--- src/rtl/vga_pkg.sv ---
// Shared VGA types, timing helpers and colour-bar table for the frame streamer.
// The bar table is only consumed when VGA_TEST_PATTERN_EN is defined.
package vga_pkg;

  typedef logic [7:0] pixel_t;

  typedef struct packed {
    logic [10:0] active;
    logic [10:0] fp;
    logic [10:0] sync;
    logic [10:0] bp;
  } timing_t;

  function automatic int total_period(input timing_t t);
    return int'(t.active) + int'(t.fp) + int'(t.sync) + int'(t.bp);
  endfunction

  // Left to right: white, yellow, cyan, green, magenta, red, blue, black.
  localparam logic [0:7][23:0] BAR_TABLE = {
    24'hFFFFFF, 24'hFFFF00, 24'h00FFFF, 24'h00FF00,
    24'hFF00FF, 24'hFF0000, 24'h0000FF, 24'h000000
  };

endpackage

--- src/rtl/vga_sync_counter.sv ---
// Horizontal/vertical raster counters with polarity-free sync, active and wrap flags.
// Flags are decoded from the current count; consumers register them.
module vga_sync_counter
  import vga_pkg::*;
#(
  parameter timing_t H_T = '{active: 11'd640, fp: 11'd16, sync: 11'd96, bp: 11'd48},
  parameter timing_t V_T = '{active: 11'd480, fp: 11'd10, sync: 11'd2, bp: 11'd33}
) (
  input  logic       clk,
  input  logic       rst,
  input  logic       i_pix_en,
  output logic [9:0] o_h,
  output logic [9:0] o_v,
  output logic       o_hsync,
  output logic       o_vsync,
  output logic       o_active,
  output logic       o_line_end,
  output logic       o_frame_end
);

  localparam logic [9:0] H_LAST = 10'(total_period(H_T) - 1);
  localparam logic [9:0] V_LAST = 10'(total_period(V_T) - 1);
  localparam logic [9:0] H_ACT  = 10'(H_T.active);
  localparam logic [9:0] V_ACT  = 10'(V_T.active);
  localparam logic [9:0] H_S0   = 10'(int'(H_T.active) + int'(H_T.fp));
  localparam logic [9:0] H_S1   = 10'(int'(H_T.active) + int'(H_T.fp) + int'(H_T.sync));
  localparam logic [9:0] V_S0   = 10'(int'(V_T.active) + int'(V_T.fp));
  localparam logic [9:0] V_S1   = 10'(int'(V_T.active) + int'(V_T.fp) + int'(V_T.sync));

  logic [9:0] r_h;
  logic [9:0] r_v;

  always_ff @(posedge clk) begin
    if (rst) begin
      r_h <= 10'd0;
      r_v <= 10'd0;
    end else if (i_pix_en) begin
      if (r_h == H_LAST) begin
        r_h <= 10'd0;
        r_v <= (r_v == V_LAST) ? 10'd0 : r_v + 10'd1;
      end else begin
        r_h <= r_h + 10'd1;
      end
    end
  end

  assign o_h         = r_h;
  assign o_v         = r_v;
  assign o_hsync     = (r_h >= H_S0) && (r_h < H_S1);
  assign o_vsync     = (r_v >= V_S0) && (r_v < V_S1);
  assign o_active    = (r_h < H_ACT) && (r_v < V_ACT);
  assign o_line_end  = (r_h == H_LAST);
  assign o_frame_end = (r_h == H_LAST) && (r_v == V_LAST);

endmodule

--- src/rtl/vga_frame_streamer.sv ---
// VGA timing plus scaled grayscale framebuffer streamer with latency-matched sync/blank.
// Define VGA_TEST_PATTERN_EN to show colour bars instead of BORDER when disabled.
module vga_frame_streamer
  import vga_pkg::*;
#(
  parameter int     HACTIVE    = 640,
  parameter int     HFP        = 16,
  parameter int     HSYN       = 96,
  parameter int     HBP        = 48,
  parameter int     VACTIVE    = 480,
  parameter int     VFP        = 10,
  parameter int     VSYN       = 2,
  parameter int     VBP        = 33,
  parameter logic   SYNC_POL   = 1'b0,
  parameter int     IMG_W      = 256,
  parameter int     IMG_H      = 256,
  parameter int     SCALE_LOG2 = 0,
  parameter int     IMG_X0     = 192,
  parameter int     IMG_Y0     = 112,
  parameter int     RD_LAT     = 2,
  parameter pixel_t BORDER     = 8'h20,
  parameter int     AW         = 16
) (
  input  logic          clk,
  input  logic          rst,
  input  logic          pix_en,
  input  logic          enable,
  output logic          mem_rd,
  output logic [AW-1:0] mem_addr,
  input  logic [7:0]    mem_data,
  output logic          hsync,
  output logic          vsync,
  output logic          blank_n,
  output logic          sync_n,
  output logic [7:0]    red,
  output logic [7:0]    green,
  output logic [7:0]    blue,
  output logic          frame_start,
  output logic [9:0]    x,
  output logic [9:0]    y
);

  localparam timing_t H_T = '{active: 11'(HACTIVE), fp: 11'(HFP), sync: 11'(HSYN), bp: 11'(HBP)};
  localparam timing_t V_T = '{active: 11'(VACTIVE), fp: 11'(VFP), sync: 11'(VSYN), bp: 11'(VBP)};
  localparam int WIN_X1   = IMG_X0 + (IMG_W << SCALE_LOG2);
  localparam int WIN_Y1   = IMG_Y0 + (IMG_H << SCALE_LOG2);
  localparam int REP_MASK = (1 << SCALE_LOG2) - 1;

  typedef struct packed {
    logic       hs;
    logic       vs;
    logic       act;
    logic       win;
`ifdef VGA_TEST_PATTERN_EN
    logic       bar_en;
    logic [2:0] bar;
`endif
    logic [9:0] x;
    logic [9:0] y;
  } stage_t;

  logic [9:0]    w_h;
  logic [9:0]    w_v;
  logic          w_hs;
  logic          w_vs;
  logic          w_act;
  logic          w_line_end;
  logic          w_frame_end;
  logic          w_in_x;
  logic          w_in_y;
  logic          w_win;
  logic          w_row_adv;
  logic [AW-1:0] w_addr;
  stage_t        w_stage;
  stage_t        w_out;

  logic          r_en;
  logic [AW-1:0] r_row_base;
  logic          r_rd;
  logic [AW-1:0] r_addr;
  logic          r_fs;
  stage_t        r_pipe [0:RD_LAT];

  vga_sync_counter #(.H_T(H_T), .V_T(V_T)) u_sync (
    .clk        (clk),
    .rst        (rst),
    .i_pix_en   (pix_en),
    .o_h        (w_h),
    .o_v        (w_v),
    .o_hsync    (w_hs),
    .o_vsync    (w_vs),
    .o_active   (w_act),
    .o_line_end (w_line_end),
    .o_frame_end(w_frame_end)
  );

  // Window decode and address; row_base advances after the last replica of each image row.
  always_comb begin
    w_in_x    = (int'(w_h) >= IMG_X0) && (int'(w_h) < WIN_X1);
    w_in_y    = (int'(w_v) >= IMG_Y0) && (int'(w_v) < WIN_Y1);
    w_win     = w_act && r_en && w_in_x && w_in_y;
    w_row_adv = w_line_end && w_in_y && (((int'(w_v) - IMG_Y0) & REP_MASK) == REP_MASK);
    w_addr    = r_row_base + AW'((int'(w_h) - IMG_X0) >> SCALE_LOG2);
    w_stage   = '0;
    w_stage.hs  = w_hs;
    w_stage.vs  = w_vs;
    w_stage.act = w_act;
    w_stage.win = w_win;
    w_stage.x   = w_h;
    w_stage.y   = w_v;
`ifdef VGA_TEST_PATTERN_EN
    w_stage.bar_en = w_act && !r_en;
    w_stage.bar    = 3'(int'(w_h) / (HACTIVE / 8));
`endif
  end

  always_ff @(posedge clk) begin
    if (rst) begin
      r_en       <= enable;
      r_row_base <= '0;
      r_rd       <= 1'b0;
      r_addr     <= '0;
      r_fs       <= 1'b0;
      for (int i = 0; i <= RD_LAT; i++) r_pipe[i] <= '0;
    end else begin
      r_fs <= 1'b0;
      if (pix_en) begin
        if (w_frame_end) begin
          r_en       <= enable;
          r_row_base <= '0;
        end else if (w_row_adv) begin
          r_row_base <= r_row_base + AW'(IMG_W);
        end
        r_rd      <= w_win;
        r_addr    <= w_win ? w_addr : '0;
        r_pipe[0] <= w_stage;
        for (int i = 1; i <= RD_LAT; i++) r_pipe[i] <= r_pipe[i-1];
        // Pulse in the cycle the output stage takes over the origin pixel.
        r_fs <= r_pipe[RD_LAT-1].act && (r_pipe[RD_LAT-1].x == 10'd0) &&
                (r_pipe[RD_LAT-1].y == 10'd0);
      end
    end
  end

  assign w_out       = r_pipe[RD_LAT];
  assign mem_rd      = r_rd;
  assign mem_addr    = r_addr;
  assign hsync       = w_out.hs ? SYNC_POL : ~SYNC_POL;
  assign vsync       = w_out.vs ? SYNC_POL : ~SYNC_POL;
  assign blank_n     = w_out.act;
  assign sync_n      = ~(w_out.hs | w_out.vs);
  assign frame_start = r_fs;
  assign x           = w_out.x;
  assign y           = w_out.y;

  // mem_data arrives aligned with the last stage, so colour is selected directly from it.
  always_comb begin
    {red, green, blue} = 24'h000000;
    if (!w_out.act) begin
      {red, green, blue} = 24'h000000;
    end else if (w_out.win) begin
      {red, green, blue} = {3{mem_data}};
`ifdef VGA_TEST_PATTERN_EN
    end else if (w_out.bar_en) begin
      {red, green, blue} = BAR_TABLE[w_out.bar];
`endif
    end else begin
      {red, green, blue} = {3{BORDER}};
    end
  end

endmodule

--- config.mk ---
export PLATFORM = sky130hd
export DESIGN_NAME = vga_frame_streamer
export DESIGN_NICKNAME = d
export VERILOG_FILES = /design/src/rtl/vga_pkg.sv /design/src/rtl/vga_sync_counter.sv /design/src/rtl/vga_frame_streamer.sv
export SDC_FILE = /design/constraint.sdc
export NUM_CORES = 1
export LEC_CHECK = 0
export BUFFER_PORTS_ARGS = -buffer_cell sky130_fd_sc_hd__buf_4
export CAP_MARGIN = 10
export CORE_AREA = 2 2 113 115
export CTS_BUF_LIST = sky130_fd_sc_hd__clkbuf_4 sky130_fd_sc_hd__clkbuf_8
export DETAILED_ROUTE_END_ITERATION = 7
export DIE_AREA = 0 0 115 117
export MAX_ROUTING_LAYER = met4
export SKIP_LAST_GASP = 1
export SYNTH_ARGS = -nofsm -noshare
export SYNTH_HDL_FRONTEND = slang
export SYNTH_HIERARCHICAL = 1
export SYNTH_SLANG_ARGS = --single-unit
--- constraint.sdc ---
create_clock -name clk -period 5.1 [get_ports clk]
set_input_delay 0.51 -clock clk [delete_from_list [all_inputs] [get_ports clk]]
set_output_delay 0.51 -clock clk [all_outputs]
set_load 0.005 [all_outputs]
# == Word-level counts from Yosys, hierarchy flattened ==
# Memories as Yosys holds them, arrays and structs flattened.
# Index checks and enable logic that the tools add are counted.
# totals
memories,1
inputBits,12
ram_bits,72
output_inout_bits,66
reg_bits,55
# mem_list
memory,words,width,rd,rd_ports_with_merged_regs,write_ports,line_no,source
r_pipe,3,24,3,0,3,vga_frame_streamer.sv:82,stage_t r_pipe [0:RD_LAT];
# classes
addsub,5
magnitude_cmp,10
n_reduce_logical,21
n_eq_ne,2
n_bitwise,6
muxes,20
# op_table
operator,n
24-bit two-way mux,3
16-bit two-way mux,3
"10-bit by 9-bit < comparator with 1-bit output, second input constant",4
"10-bit by 1-bit adder with 10-bit output, second input constant",2
"10-bit == test, second input constant",2
10-bit logical NOT,2
"10-bit < comparator, second input constant",2
10-bit two-way mux,2
16-bit adder,1
"16-bit by 9-bit adder with 16-bit output, second input constant",1
8-bit two-way mux,2
1-bit logical AND,12
"10-bit by 8-bit subtractor with 11-bit output, second input constant",1
"10-bit >= comparator, second input constant",1
"10-bit by 7-bit >= comparator with 1-bit output, second input constant",1
"10-bit by 8-bit >= comparator with 1-bit output, second input constant",1
"10-bit by 9-bit >= comparator with 1-bit output, second input constant",1
1-bit two-way mux,10
2-bit AND reduction,3
2-bit nonzero test,3
1-bit OR,4
1-bit inverter,2
2-bit OR reduction,1

# == Logic depth before layout (Yosys ltp) ==
# Gate-level depths: netlist (run 1).
# logic_depth
word_depth,6
depth_mapped,10

# == Hierarchy ==
# The synthesis (run 1) kept the hierarchy.
# by_module_without_submodules
module,seq_area_each_um2,area_per_inst_um2,n_inst,cells_each
vga_frame_streamer,2712.6,4419.2,1,357
vga_sync_counter,400.4,1061.0,1,123

# == Worst setup path after synthesis (run 1) ==
# No wires, ideal clock.
# synth_path
kind,input-to-reg
start,input port pix_en
end,memory r_pipe[0][0] (netlist bit) (enable)
setup_ns,0.417
stages,4
n_path_buf,2
slack_ns,2.875
t_arrival_ns,1.808
cell_sequence,buf_2 -> nor2_1 -> clkbuf_1 -> inv_2
# synth_rtl
element,line_no,source
from (decl),vga_frame_streamer.sv:26,"input logic pix_en,"
to (decl),vga_frame_streamer.sv:82,

# == Final worst setup path (run 1) ==
# layout_path
start,"register u_sync.r_h[7], in the netlist u_sync/o_h[7]"
end,register r_row_base[13]
# layout_via
elab_chain_cells,4
word_cells_on_any_way,6
classes_between,1 x eq/ne; 1 x mux; 4 x reduce/logical
# layout_lines
element,line_no,source
from (decl),vga_sync_counter.sv:30,logic [9:0] r_h;
from (signal assigned),vga_sync_counter.sv:42,r_h <= r_h + 10'd1;
10-bit == test (*),vga_sync_counter.sv:52,assign o_line_end = (r_h == H_LAST);
via w_line_end,vga_frame_streamer.sv:67,logic w_line_end;
"1-bit logical AND, on equally long branches","vga_frame_streamer.sv:102, vga_sync_counter.sv:53",
2-bit nonzero test (no source line),n/a,
2-bit AND reduction (no source line),n/a,
to (signal assigned),vga_frame_streamer.sv:132,r_row_base <= r_row_base + AW'(IMG_W);
to (decl),vga_frame_streamer.sv:78,logic [AW-1:0] r_row_base;
# The timed path passes the listed nets; every way through them passes the cells marked *.
# A chain may end at the register's enable or synchronous reset.

==> impl_metrics.json, run 1 <==
{
  "p_per_area_nw_per_um2": 332.0,
  "cts_resized": 0,
  "clockBufferDepth": 2,
  "arrival_ns": 2.77,
  "antenna_cells": 0,
  "die_w_um": 115,
  "synth_flop_cell": "edfxtp_1",
  "cts.root.buffer_cell": "clkbuf_8",
  "yosysTopAreaCellShare": 0.4000,
  "peakVddDrop_mv": 0.1640,
  "io_pins": 78,
  "htreeDepth": 4,
  "tns_ns": 0,
  "muxShareOfSynthArea": 0.001826,
  "viasPerCell": 5.039,
  "cts_inserted_buffers": 17,
  "insertion_delay_ns": 0.43,
  "routedWlPerCell_um": 13.86,
  "cts_tree": "done",
  "synthAdderAreaFrac": 0.02511,
  "startpoint_type": "register",
  "yosysSeqAreaShare": 0.5680,
  "synth_compound_area_frac": 0.07534,
  "drcViolationCount": 0,
  "drt-total-wl_mm": 9.497,
  "syn_inst": 480,
  "clk_pin_slew_worst_paths_ns": 0.07,
  "timing.fmax_ghz": 0.4151,
  "grt_pass1_vias": 3250,
  "min_period_over_period": 0.4723,
  "synth_area_leader_cell": "edfxtp_1",
  "clock_sinks": 119,
  "cp.required_ns": 5.47,
  "synth_top_family_by_area": "simple AND/OR/NAND/NOR gates",
  "layout-area-overhead-vs-synth_pct": 15.57,
  "antenna_found_initial": 0,
  "clock_skew_ns": 0.009184,
  "endpoint_kind": "register",
  "critPathMaxFanout": 13,
  "status": "complete, no violations",
  "dr.pass1.iters": 4,
  "die-area_um2": 13460,
  "grt-ovfl-total": 0,
  "gr-usage-all-layers": 0.1550,
  "ant_nets": 0,
  "numPortBuffers": 77,
  "synthesis.area_um2": 5480,
  "slew-limit-headroom": 0.4199,
  "coreArea_um2": 12310,
  "synth_edf_count": 73,
  "worst_slew_pin_slew_ns": 0.8702,
  "num_vias": 3452,
  "start_util": 0.4451,
  "initialDrtViolationCount": 144,
  "slew_violations": 0,
  "synth_nets": 503,
  "holdCritPathClass": "input port to register",
  "synth.most_common_cell": "edfxtp_1",
  "rows": 41,
  "grt_first_pass_wirelength_mm": 15.54,
  "finalWorstSetupSlack_ns": 2.691,
  "yosys.area_share.simple": 0.2142,
  "preCtsSetupSlack_ns": 2.624,
  "dp.final_hpwl_mm": 6.223,
  "period_needed_ns": 2.409,
  "synth_xor_area_frac": 0.03836,
  "ys_ff_latch": 119,
  "ys_warn_count": 6,
  "yosys-top-cells-area": "edfxtp_1 (40%), dfxtp_1 (17%), and2_1 (8.1%), buf_4 (5.8%), a22o_1 (2.6%)",
  "fin_util": 0.5144,
  "die_h_um": 117,
  "p_leak_nw": 2.605,
  "synth.cells.most_frequent": "edfxtp_1 (73), and2_1 (71), dfxtp_1 (46)",
  "async_flop_share": 0,
  "ys_types": 51,
  "cts_hold_buf": 0,
  "gp_congestion": 0.8026,
  "path_class": "register to register",
  "finalHoldViolations": 0,
  "nNetsFinal": 546,
  "cts_setup_buffers": 0,
  "synth_area_per_cell_um2": 11.42,
  "rsz0062_at_grt": "no",
  "cap_violations": 0,
  "setup_viol": 0,
  "drive_above_1_share": 0.2262,
  "grt_max_degree": 73
}
## layout by cell type (no fill, tap or decap), types with 13 or more instances in the layout
| cell | count |
|---|---|
| and3_1 | 14 |
| and2_1 | 71 |
| xor2_1 | 13 |
| a21oi_1 | 20 |
| edfxtp_1 | 73 |
| nand3_1 | 16 |
| a22o_1 | 16 |
| clkbuf_8 | 17 |
| nor2_1 | 22 |
| dfxtp_1 | 46 |
| nand2_1 | 20 |
| buf_4 | 79 |
## registers in the layout (all words and copies together), names as in the netlist
| signal | cells |
|---|---|
| frame_start | 1 |
| u_sync/o_v | 10 |
| mem_addr | 16 |
| r_pipe | 72 |
| u_sync/o_h | 10 |
| r_en | 1 |
| r_row_base | 8 |
| mem_rd | 1 |
## worst paths after layout
check | slack (ns) | endpoint | startpoint | cells after the start
hold / removal | 0.26 | r_en$_DFFE_PP_ | enable | 1
setup reg to reg | 2.69 | r_row_base[13]$_SDFFE_PP0P_ | u_sync/o_h[7]$_SDFFE_PP0P_ | 7
hold reg to reg | 0.46 | mem_rd$_SDFFE_PP0P_ | mem_rd$_SDFFE_PP0P_ | 1
setup / recovery | 2.69 | r_row_base[13]$_SDFFE_PP0P_ | u_sync/o_h[7]$_SDFFE_PP0P_ | 7
## area by class of cell
cell class	instances	area [µm²]
Multi-Input combinational cell	293	1944
Tap cell	150	187.7
Clock buffer	22	271.5
Timing Repair Buffer	79	593.1
Fill cell	1077	5978
Inverter	13	48.80
Sequential cell	119	3113
Clock inverter	9	175.2
## per-stage QoR
| stage | total power (W) | hold WS [ns] | instances | area, µm² |
|---|---|---|---|---|
| finish | 0.002103 | 0.2551 | 685 | 6334 |
| global route | 0.002181 | 0.2291 | 685 | 6334 |
| CTS | 0.002130 | 0.2203 | 685 | 6334 |
| detailed placement | 0.001173 | 0.4464 | 654 | 5887 |
| global placement | 0.001170 | 0.4420 | 654 | 5887 |
| floorplan | 0.001143 | 0.4506 | 480 | 5480 |
## layer usage
layer	GRT usage	routed length (µm)	share of wire
met5	-	0	0
met3	0.04840	447	0.047
met1	0.1915	4443	0.47
met2	0.2314	4432	0.47
met4	0.07711	174	0.018
## critical path, cell delays in order (launching register included)
cell      delay (ns)
dfxtp_1         0.52
and4b_1         0.35
nand3_1         0.18
inv_1           0.09
and4b_1         0.21
a221oi_2        0.64
o21ai_0         0.20
a21oi_1         0.16
## kinds of logic (layout without fill, tap and decap cells)
group | Yosys count | count (layout)
multiplexers | 1 | 1
AND/OR/NAND/NOR | 196 | 196
adder cells (fa/ha/maj) | 11 | 11
XOR/XNOR | 24 | 24
flip-flops | 119 | 119
AO/OA/AOI/OAI | 61 | 61
buffers and inverters | 68 | 123
## where the power goes
group / leakage, nW / switching [W] / internal, W
sequential: 1.18 / 0.0000149 / 0.00106
combinational: 1.21 / 0.0000412 / 0.0000377
clock: 0.224 / 0.000349 / 0.000604
total: 2.61 / 0.000405 / 0.00170
Power figures use the tool's default switching activity.
==> run 2: changes to the inputs <==
==> constraint.sdc (replaced) <==
create_clock -name clk -period 2.29 [get_ports clk]
set_input_delay 0.229 -clock clk [delete_from_list [all_inputs] [get_ports clk]]
set_output_delay 0.229 -clock clk [all_outputs]
set_load 0.005 [all_outputs]
==> impl_metrics.json, run 2 (synthesis results as in run 1) <==
{
  "layout-area-overhead-vs-synth_pct": 17.99,
  "clock_sinks": 119,
  "p_switching_w": 0.001004,
  "preCtsSetupSlack_ns": 0.08209,
  "holdCritPathClass": "input port to register",
  "grt_pass1_vias": 3245,
  "rows": 41,
  "reg2reg_from": "u_sync/o_h[6]$_SDFFE_PP0P_",
  "pwr-share-comb": 0.044,
  "num_vias": 3581,
  "cts_inserted_buffers": 17,
  "drcViolationCount": 0,
  "coreArea_um2": 12310,
  "sw_frac_of_total": 0.2265,
  "drt-total-wl_mm": 9.715,
  "intPower_w": 0.003429,
  "drive_above_1_share": 0.2595,
  "cp.required_ns": 2.62,
  "clock_power_share": 0.420,
  "setup_viol": 0,
  "p_per_area_nw_per_um2": 685.6,
  "critical_path_buf_inv_count": 0,
  "grt_first_pass_wirelength_mm": 15.58,
  "worst_slew_pin_slew_ns": 0.4911,
  "clk_pin_slew_worst_paths_ns": 0.08,
  "insertion_delay_ns": 0.43,
  "largest_register_ffs": 72,
  "antenna_found_initial": 0,
  "seqPwrFrac": 0.536,
  "peakVddDrop_mv": 0.3115,
  "initialDrtViolationCount": 229,
  "cap_violations": 0,
  "antenna_cells": 0,
  "p_leak_nw": 2.670,
  "nNetsFinal": 565,
  "num-fill-cells": 1097,
  "crit_family": "compound AO/OA/AOI/OAI gates",
  "gp_congestion": 0.8464,
  "arrival_ns": 2.48,
  "io_pins": 78,
  "gr-usage-all-layers": 0.1532,
  "slew_violations": 0,
  "timing.fmax_ghz": 0.4633,
  "cp_cell_sequence": "a21oi_2, xor2_1, ha_1, a21o_1, or4_1, o22ai_1, xor2_1, a22o_1",
  "die-area_um2": 13460,
  "ant_nets": 0,
  "fin_util": 0.5252,
  "die_h_um": 117,
  "critPathMaxFanout": 5,
  "finalHoldViolations": 0,
  "clockBufferDepth": 2,
  "cp_slowest_cell": "or4_1",
  "top_register": "r_pipe",
  "critical_path.most_common_cell": "xor2_1",
  "min_period_over_period": 0.9426,
  "viasPerCell": 5.079,
  "startpoint_type": "register",
  "most-common-layout-cells": "buf_4 (96), edfxtp_1 (73), and2_1 (71)",
  "period_needed_ns": 2.159,
  "start_util": 0.4451,
  "finalWorstSetupSlack_ns": 0.1315,
  "slew-limit-headroom": 0.6726,
  "clock_skew_ns": 0.01428,
  "dr.pass1.iters": 4,
  "dp.final_hpwl_mm": 6.551,
  "numPortBuffers": 77,
  "path_class": "register to register",
  "cts_tree": "done",
  "cts.root.buffer_cell": "clkbuf_8",
  "routedWlPerCell_um": 13.78,
  "hp-start": "rst",
  "grt-ovfl-total": 0,
  "grt_max_degree": 58,
  "cpPeakStageDelay_ns": 0.40,
  "die_w_um": 115,
  "final_common_cell": "buf_4",
  "htreeDepth": 4,
  "status": "complete, no violations",
  "cp-startpoint": "u_sync/o_h[6]$_SDFFE_PP0P_",
  "endpoint_kind": "register"
}
==> run 2: changes by cell type in the layout (fill, tap and decap cells not counted), sizes merged <==
cell	previous run	this run
buf	79	97
bufinv	5	2
inv	13	17
clkinvlp	2	5
clkinv	2	3
dlygate4sd3	0	1
clkbuf	22	18
==> run 2: worst reg2reg max path, stage by stage (launching register included) <==
cell     delay [ns]
dfxtp_1        0.36
a21oi_2        0.17
xor2_1         0.22
ha_1           0.27
a21o_1         0.20
or4_1          0.40
o22ai_1        0.17
xor2_1         0.09
a22o_1         0.19
==> run 2: area by class of cell <==
class	count	area [µm²]	area share
well taps	150	187.7	0.02902
inverters	13	48.80	0.007546
flip-flops and latches	119	3113	0.4814
clock inverters	14	151.4	0.02341
repair buffers	98	750.7	0.1161
multi-input cells	293	1973	0.3051
clock buffers	18	241.5	0.03735
==> run 2: through the flow <==
step,instances,hold WS [ns],setup TNS (ns),power (W),instance area [µm²]
global placement,670,0.4081,0,0.002616,6020
detailed placement,670,0.4099,0,0.002621,6020
finish,705,0.06926,0,0.004433,6466
CTS,703,0.04635,0,0.004477,6422
global route,705,0.06230,-0.001992,0.004601,6466
floorplan,480,0.2981,0,0.002545,5480
==> run 2: worst paths after layout <==
check	to	slack [ns]	cells past startpoint
worst max-delay path	mem_addr[15]$_SDFFE_PP0P_	0.13	8
worst min-delay path	r_row_base[9]$_SDFFE_PP0P_	0.07	2
worst max register to register	mem_addr[15]$_SDFFE_PP0P_	0.13	8
worst min register to register	mem_rd$_SDFFE_PP0P_	0.48	1
==> run 2: power by group through the flow <==
stage	clock network (W)	logic (W)	registers, W
after global placement	0	0.000194	0.00242
after CTS	0.00190	0.000197	0.00238
after global routing	0.00200	0.000216	0.00238
after detailed placement	0	0.000196	0.00243
final	0.00186	0.000194	0.00238
after floorplan	0	0.000125	0.00242
==> run 2: routing by layer <==
metal,vias up,wire length (µm),global-route usage
met5,-,0,-
met4,0,138,0.06345
met3,15,498,0.04119
met2,103,4486,0.2376
met1,1674,4591,0.1912
li1,1789,-,-
==> run 2: what timing repair did <==
action	in CTS	in global routing
hold buffers	1	0
buffers inserted	0	2
endpoints found under the setup margin	0	11
hold endpoints to repair	1	0
gates resized for setup	0	6
==> run 3: changes to the inputs <==
==> constraint.sdc (replaced) <==
create_clock -name clk -period 2.2 [get_ports clk]
set_input_delay 0.22 -clock clk [delete_from_list [all_inputs] [get_ports clk]]
set_output_delay 0.22 -clock clk [all_outputs]
set_load 0.005 [all_outputs]
==> impl_metrics.json, run 3 (synthesis results as in run 1) <==
{
  "finalHoldViolations": 0,
  "period_needed_ns": 2.143,
  "min_period_over_period": 0.9740,
  "clk_pin_slew_worst_paths_ns": 0.07,
  "initialDrtViolationCount": 191,
  "slew_violations": 0,
  "antenna_cells": 0,
  "clock_sinks": 119,
  "arrival_ns": 2.49,
  "use_met1": 0.1898,
  "cp_cell_sequence": "inv_1, ha_1, nor4b_1, nand4_1, nor2_2, a221oi_2, or4_1, a21oi_1",
  "numPortBuffers": 77,
  "gp_congestion": 0.8347,
  "cts_tree": "done",
  "clock_skew_ns": 0.01412,
  "worst_slew_pin_slew_ns": 0.4961,
  "grt-ovfl-total": 0,
  "critPathMaxFanout": 6,
  "most-common-layout-cells": "buf_4 (102), edfxtp_1 (73), and2_1 (71)",
  "critical_path_buf_inv_count": 1,
  "setup_viol": 0,
  "regArea_um2": 3114,
  "final_common_cell": "buf_4",
  "slew-limit-headroom": 0.6682,
  "place_area_um2": 6072,
  "grt_most_used_layer": "met2",
  "peakVddDrop_mv": 0.3891,
  "antenna_found_initial": 0,
  "htreeDepth": 4,
  "drive_above_1_share": 0.2687,
  "largest_register_ffs": 72,
  "path_class": "register to register",
  "viasPerCell": 5.074,
  "grtUsageMet2": 0.2545,
  "io_pins": 78,
  "gr-usage-all-layers": 0.1586,
  "tns_ns": 0,
  "die-area_um2": 13460,
  "clockBufferDepth": 2,
  "start_util": 0.4451,
  "num_vias": 3613,
  "cts.root.buffer_cell": "clkbuf_8",
  "cp_slowest_cell": "or4_1",
  "grt_pass1_vias": 3433,
  "routedWlPerCell_um": 14.02,
  "crit_family": "simple AND/OR/NAND/NOR gates",
  "cts_inserted_buffers": 17,
  "fin_util": 0.5347,
  "drt-total-wl_mm": 9.980,
  "nNetsFinal": 572,
  "grt_first_pass_wirelength_mm": 16.01,
  "drcViolationCount": 0,
  "p_per_area_nw_per_um2": 739.0,
  "top_register": "r_pipe",
  "grtUsageMet3": 0.05201,
  "num-fill-cells": 1089,
  "grt_max_degree": 71,
  "hold_slack_ns": 0.07314,
  "ant_nets": 0,
  "die_h_um": 117,
  "status": "complete, no violations",
  "multi_input_area_um2": 1989,
  "dr.pass1.iters": 4,
  "p_leak_nw": 2.747,
  "timing.fmax_ghz": 0.4667,
  "coreArea_um2": 12310,
  "final_area_um2": 6583,
  "cp.required_ns": 2.55,
  "cpPeakStageDelay_ns": 0.42,
  "rsz0062_at_grt": "yes",
  "dp.final_hpwl_mm": 6.784,
  "rows": 41,
  "startpoint_type": "register",
  "total_power_w": 0.004864,
  "layout-area-overhead-vs-synth_pct": 20.11,
  "cap_violations": 0,
  "die_w_um": 115,
  "endpoint_kind": "register",
  "holdCritPathClass": "input port to register",
  "insertion_delay_ns": 0.42
}
## run 3: cell count changes in the layout (fill, tap and decap cells not counted), sizes merged
cell | before | now
inv | 17 | 14
clkinvlp | 5 | 2
buf | 97 | 103
clkinv | 3 | 6
a221oi | 1 | 2
bufinv | 2 | 5
## run 3: final timing paths
kind	startpoint	endpoint	slack, ns	depth (start not counted)
worst min-delay path	rst	u_sync/o_v[1]$_SDFFE_PP0P_	0.07	2
worst max register to register	u_sync/o_v[0]$_SDFFE_PP0P_	r_row_base[15]$_SDFFE_PP0P_	0.06	8
worst max-delay path	u_sync/o_v[0]$_SDFFE_PP0P_	r_row_base[15]$_SDFFE_PP0P_	0.06	8
worst min register to register	mem_rd$_SDFFE_PP0P_	mem_rd$_SDFFE_PP0P_	0.47	1
## run 3: timing repair
item / in CTS / in global routing
pin swaps: 0 / 2
hold buffers: 1 / 0
setup buffers: 0 / 1
gates cloned: 0 / 1
hold endpoints to repair: 1 / 0
resized for setup: 1 / 6
setup endpoints to repair: 2 / 9
## run 3: area by class of cell
cell class                      count  share of cell area
Clock buffer                       18             0.03669
Multi-Input combinational cell    294              0.3022
Timing Repair Buffer              104              0.1209
Sequential cell                   119              0.4731
Clock inverter                     14             0.03117
Inverter                           13            0.007413
Tap cell                          150             0.02851
## run 3: stage by stage
stage               setup slack, ns  cells
global placement            0.07442    677
CTS                        -0.03314    710
floorplan                   0.03680    480
detailed placement         -0.02932    677
global route               -0.04028    712
finish                      0.05728    712
## run 3: worst reg2reg max path, stage by stage, from the launching register on
cell and delay, ns:
dfxtp_1 0.31, inv_1 0.09, ha_1 0.15, nor4b_1 0.24, nand4_1 0.22, nor2_2 0.31
a221oi_2 0.17, or4_1 0.42, a21oi_1 0.15
## run 3: per-layer routing
layer | up-vias | routed length [µm]
li1 | 1813 | -
met1 | 1684 | 4534
met5 | - | 0
met4 | 0 | 118
met2 | 106 | 4785
met3 | 10 | 541
## run 3: where the power goes
group / switching, W / internal, W / total [W]
clock network: 0.000834 / 0.00135 / 0.00219
logic: 0.000107 / 0.0000975 / 0.000204
registers: 0.0000281 / 0.00245 / 0.00247
total: 0.000969 / 0.00390 / 0.00486
